`config.mk`:
```
export PLATFORM = sky130hd
export DESIGN_NAME = approx_mult_pipe
export DESIGN_NICKNAME = d
export VERILOG_FILES = /design/src/rtl/approx_mult_pipe.sv
export SDC_FILE = /design/constraint.sdc
export NUM_CORES = 1
export LEC_CHECK = 0
export CORE_ASPECT_RATIO = 0.6
export CORE_UTILIZATION = 56
export DETAILED_ROUTE_END_ITERATION = 16
export GPL_TIMING_DRIVEN = 1
export MAX_ROUTING_LAYER = met4
export PLACE_DENSITY = 0.86
export RECOVER_POWER = 50
export REMOVE_ABC_BUFFERS = 1
export SKIP_CTS_REPAIR_TIMING = 1
export SLEW_MARGIN = 20
export SYNTH_ARGS = -nofsm -noshare
export SYNTH_HDL_FRONTEND = slang
export SYNTH_SLANG_ARGS = --single-unit
```
`constraint.sdc`:
```
create_clock -name clk -period 2.4 [get_ports clk]
set_input_delay 0.48 -clock clk [delete_from_list [all_inputs] [get_ports clk]]
set_output_delay 0.48 -clock clk [all_outputs]
set_load 0.05 [all_outputs]
```
`src/rtl/approx_mult_pipe.sv`:
```
// Three-stage split-operand multiplier; exact or low-term-dropped product with the dropped term as err.
// Latency 3 cycles; a stalled output freezes every stage and in_ready falls.
module approx_mult_pipe #(
    parameter int WIDTH = 6,
    parameter int CNT_W = 16
) (
    input  logic                 clk,
    input  logic                 rst_n,
    input  logic                 in_valid,
    output logic                 in_ready,
    input  logic [WIDTH-1:0]     a,
    input  logic [WIDTH-1:0]     b,
    input  logic                 mode,
    output logic                 out_valid,
    input  logic                 out_ready,
    output logic [2*WIDTH-1:0]   c,
    output logic [WIDTH-1:0]     err,
    input  logic                 clr_cnt,
    output logic [CNT_W-1:0]     approx_cnt
);
    localparam int H  = WIDTH / 2;
    localparam int PW = 2 * H;
    localparam int MW = 2 * H + 1;
    localparam int OW = 2 * WIDTH;

    logic [PW-1:0] ah_x, al_x, bh_x, bl_x;
    logic          advance;

    logic          v1, m1;
    logic [PW-1:0] hh1, hl1, lh1, ll1;

    logic          v2, m2;
    logic [PW-1:0] hh2, ll2;
    logic [MW-1:0] mid2;

    logic          v3, m3;
    logic [OW-1:0] c_q;
    logic [WIDTH-1:0] err_q;
    logic [CNT_W-1:0] cnt;

    logic [OW-1:0] hh_term, mid_term, ll_term;

    assign ah_x = {{H{1'b0}}, a[WIDTH-1:H]};
    assign al_x = {{H{1'b0}}, a[H-1:0]};
    assign bh_x = {{H{1'b0}}, b[WIDTH-1:H]};
    assign bl_x = {{H{1'b0}}, b[H-1:0]};

    // The whole pipe moves as one; only a held result blocks it.
    assign advance  = !(v3 && !out_ready);
    assign in_ready = advance;

    assign hh_term  = {hh2, {PW{1'b0}}};
    assign mid_term = {{(OW-MW-H){1'b0}}, mid2, {H{1'b0}}};
    assign ll_term  = m2 ? {OW{1'b0}} : {{(OW-PW){1'b0}}, ll2};

    always_ff @(posedge clk or negedge rst_n) begin
        if (!rst_n) begin
            v1    <= 1'b0;
            m1    <= 1'b0;
            hh1   <= '0;
            hl1   <= '0;
            lh1   <= '0;
            ll1   <= '0;
            v2    <= 1'b0;
            m2    <= 1'b0;
            hh2   <= '0;
            ll2   <= '0;
            mid2  <= '0;
            v3    <= 1'b0;
            m3    <= 1'b0;
            c_q   <= '0;
            err_q <= '0;
        end else if (advance) begin
            v1    <= in_valid;
            m1    <= mode;
            hh1   <= ah_x * bh_x;
            hl1   <= ah_x * bl_x;
            lh1   <= al_x * bh_x;
            ll1   <= al_x * bl_x;
            v2    <= v1;
            m2    <= m1;
            hh2   <= hh1;
            ll2   <= ll1;
            mid2  <= {1'b0, hl1} + {1'b0, lh1};
            v3    <= v2;
            m3    <= m2;
            c_q   <= hh_term + mid_term + ll_term;
            err_q <= ll2;
        end
    end

    // Clear beats a coincident increment; the count sticks at all-ones.
    always_ff @(posedge clk or negedge rst_n) begin
        if (!rst_n) begin
            cnt <= '0;
        end else if (clr_cnt) begin
            cnt <= '0;
        end else if (v3 && out_ready && m3 && (cnt != {CNT_W{1'b1}})) begin
            cnt <= cnt + {{(CNT_W-1){1'b0}}, 1'b1};
        end
    end

    assign out_valid  = v3;
    assign c          = c_q;
    assign err        = err_q;
    assign approx_cnt = cnt;
endmodule

```
Yosys cells after proc, flatten, opt, wreduce, memory -nomap -nowiden
Cells that the tools add are included.

Register bits: 83. Bits in latches: 0. Memory bits (writable): 0. Memory bits (read-only): 0. Bits of input ports: 18. Output and inout bits: 36. Word-level logic and storage cells: 35. Memories kept: 0.

$add $sub $neg: 4. Multipliers: 4. Divide/modulo/power cells: 0. Order comparisons: 0. Equal/unequal tests: 1. Shifts and indexed selects: 0. Muxes and demuxes: 3. Bitwise operators: 0. Reduce and logical (&&, ||, !) cells: 7.

Operators with widths (count): 16-bit two-way mux (2); 3-bit by 3-bit multiplier with 6-bit output (4); 16-bit by 1-bit adder with 16-bit output (second input constant) (1); 16-bit != test (second input constant) (1); 12-bit by 10-bit adder with 12-bit output (1); 12-bit by 6-bit adder with 12-bit output (1); 6-bit by 6-bit adder with 7-bit output (1); 6-bit two-way mux (1); 1-bit logical AND (4); 1-bit logical NOT (2); 2-bit nonzero test (1).

Logic depth before layout (Yosys ltp)
Word-level depth: 5. Gate-level depth with buffers: 9. Gate-level depth less buffers: 9.

Worst setup path after synthesis
No wires, ideal clock.

Kind: flip-flop to output port. Start point: reg v3, in the netlist out_valid. End point: out in_ready. Arrival: 1.802 ns. Required time: 1.920 ns. Setup slack: 0.118 ns. Stages on the path, launching flop included: 6. Path buffers: 3. Path through: dfrtp_1 nor2b_1 clkbuf_1 inv_2 buf_2 clkbuf_1.

Cells in the longest elaborated chain, start to end: 2.

Ends and longest elaborated chain: from (decl) (RTL line 36) `logic v3, m3;`; from (signal assigned) (RTL line 85) `v3 <= v2;`; 1-bit logical AND (RTL line 49) `assign advance = !(v3 && !out_ready);`; 1-bit logical NOT (RTL line 49); to (decl) (RTL line 10) `output logic in_ready,`.

No other way between the ends.

Worst setup path in the final report
Start point: in out_ready. End point: reg hh1[0].

Cells in the longest elaborated chain, start to end: 2.

Ends and longest elaborated chain: from (decl) (RTL line 15) `input logic out_ready,`; 1-bit logical NOT (RTL line 49); 1-bit logical AND (RTL line 49); to (signal assigned) (RTL line 76) `hh1 <= ah_x * bh_x;`; to (decl) (RTL line 30) `logic [PW-1:0] hh1, hl1, lh1, ll1;`.

No other way between the ends. A chain may end at the register's enable or synchronous reset.

==> flow_metrics.tcl <==
set metrics [dict create \
    drt-initial-drc-count 259 \
    layout_setup_ws_ns 0.0728 \
    wl_mm 10.1 \
    clk_latency_ns 0.34 \
    finalSetupViolCount 0 \
    power_switching_uw 2370 \
    avgSynthCellArea_um2 9.23 \
    cpMaxStageDelayCell "clkbuf_2" \
    p_sw_frac 0.405 \
    reg2reg_from "ll2[3]" \
    pwr-share-clk 0.218 \
    dieArea_mm2 0.00852 \
    p_seq_frac 0.359 \
    leakage_uw 0.00276 \
    io_buffers 53 \
    clk_path_buf_depth 2 \
    tightest_slew_ns 1.32 \
    clock.fmax_ghz 0.430 \
    die_y_um 71.9 \
    hold_ws_ns 0.436 \
    num_vias 3693 \
    layout_commonest_cell "nand2_1" \
    clkTransAtPathRegs_ns 0.06 \
    maxSlewViolCount 0 \
    grt_first_pass_wirelength_mm 17.1 \
    combPwrFrac 0.423 \
    dr_wl_met3_um 466 \
    crit_required_ns 2.67 \
    timing.reg2reg.setup_slack_ns 0.12 \
    maxSlewHeadroom 0.117 \
    rsz0062_at_grt "false" \
    grt_pass1_vias 3565 \
    internal_power_uw 3490 \
    area_delta_synth_final_pct 22.9 \
    critPathBufInv 4 \
    synth_flop_cell "dfrtp_1" \
    fp.dieW_um 119 \
    synth_cells 494 \
    async_flop_share 1.00 \
    routed_via_density 5.50 \
    rows 25 \
    coreArea_mm2 0.00788 \
    wl_met1_mm 4.73 \
    clock-sinks 83 \
    final_cell_mix "nand2_1, dfrtp_1, clkdlybuf4s50_1" \
    ir_drop_mv 0.451 \
    crit_cells 7 \
    outcome "completed" \
    finClkSkew_ns 0.00560 \
    cp.arrival_ns 2.60 \
    initial_core_util 0.579 \
    num-nets-final 621 \
    highest_layer "met4" \
    rr_worst_depth 9 \
    hold_viol 0 \
    maxCapViolCount 0 \
    synth_edf_count 0 \
    power_density_mw_per_mm2 1050 \
    grt.overflow.total 0 \
    drc 0 \
    critPathMaxFanout 31 \
    ant_nets 0 \
    layout_min_cycle_time_ns 2.33 \
    path_cells "dlygate4sd3_1 > clkbuf_1 > nor2b_4 > inv_1 > clkbuf_2 > nand3_1 > nand2_1" \
    boundaryPins 54 \
    diodes 0 \
    drive_above_1_share 0.0709 \
    wire_per_inst_um 15.0 \
    gr-usage-all-layers 0.266 \
    place_ws_ns -0.392 \
    crit_path_end_kind "flip-flop" \
    cp_top_family "buffers and inverters" \
    cts_buffers 9 \
    hp-class "input port to asynchronous set/reset pin" \
    reg2reg_to "c[11]" \
    ctsHtreeMaxLevel 3 \
    netlist-cell-type-count 42 \
    ys_ff_latch 83 \
    fill_cells 613 \
    slowest_delay_ns 0.58 \
    grt_max_degree 56 \
    startpoint_type "input port" \
    root_buffer "clkbuf_16" \
    critPathKind "input port to flip-flop" \
    seq_area_frac_synth 0.455 \
    gp_congestion 0.889 \
    met2WireLength_mm 4.76 \
    p_total_uw 5860 \
    yosys_warnings 0 \
    dr.pass1.iters 5 \
    cts_tree "done" \
    finalCritPeriodShare 0.970 \
    setup-tns-final_ns 0 \
    hpwl_mm 7.25 \
    antenna_found_initial 0 \
    syn_area_mm2 0.00456 \
]
[registers in the layout, indices dropped and copies added, names as in the netlist]
register	flops
m2	1
hh1	6
c	12
v1	1
ll2	6
v2	1
m1	1
m3	1
out_valid	1
hh2	6
ll1	6
mid2	7
lh1	6
approx_cnt	16
err	6
hl1	6
[power by group through the flow]
stage / Combinational (uW) / Sequential, uW / Clock, uW
3_5_place_dp: 2450 / 2120 / 0
2_1_floorplan: 1190 / 2590 / 0
6_report: 2480 / 2100 / 1280
3_3_place_gp: 2360 / 2100 / 0
4_1_cts: 2480 / 2110 / 1300
5_1_grt: 2730 / 2160 / 1350
[cells in the mapped netlist, drive strengths merged, types with 2 or more instances]
cell      n  area share
nor2     30       0.025
ha       34       0.093
and2     33       0.045
o21ai    15       0.016
nor2b     6      0.0099
nand3b    3      0.0049
o21bai    3      0.0049
or3       3      0.0041
clkbuf   14       0.012
xor2      8       0.015
dfrtp    83        0.46
nand3     8      0.0088
nand2b    2      0.0027
and3      2      0.0027
nor4      3      0.0041
nor3      7      0.0077
nand2   130        0.11
inv      18       0.015
a211oi    7       0.012
o31a      2      0.0038
o311ai    2      0.0038
buf       4      0.0041
a21oi    30       0.033
xnor2    13       0.025
nand4     4      0.0055
fa       10       0.044
a21o      8       0.013
[routing by layer]
metal | global-route usage | vias to the layer above
met5 | - | -
met4 | 0.0844 | 0
met3 | 0.0503 | 12
met2 | 0.428 | 101
met1 | 0.348 | 1803
li1 | - | 1777
[cells by family after synthesis]
group           synth area share
fa+ha+maj                  0.137
mux                      0.00219
flops                      0.455
buf+inv                   0.0304
xor+xnor                  0.0403
simple gates               0.240
compound gates            0.0949
[through the flow]
step | cells | utilization | cell area (um^2)
floorplan | 476 | - | 4490
global placement | 655 | 0.673 | 5310
detailed placement | 655 | 0.673 | 5310
CTS | 671 | 0.708 | 5580
global route | 672 | 0.711 | 5610
finish | 672 | 0.711 | 5610
[cell type report]
class                   count  area [um^2]  area share
multi-input cells         375         2360       0.421
flip-flops and latches     83         2080       0.370
repair buffers             72          689       0.123
clock buffers               9          225      0.0402
well taps                 108          135      0.0241
inverters                  18         67.6      0.0120
clock inverters             7         52.6     0.00937
[worst max path at each step]
stage,start,end,slack [ns]
global placement,b[2],hl1[4],-0.24
detailed placement,b[2],hl1[4],-0.39
finish,out_ready,hh1[0],0.07
floorplan,out_valid,c[11],-2.00
CTS,b[2],hl1[4],-0.07
global route,out_ready,hh1[0],0.006
[worst register-to-register path, stage by stage (launching register included)]
cell and delay, ns:
dfrtp_1 0.38, nor2b_1 0.14, ha_2 0.20, inv_1 0.10
fa_2 0.24, nor2b_4 0.04, o31a_1 0.27, o31a_1 0.28
or4b_1 0.47, nand3_1 0.08
Power figures use the tool's default switching activity.
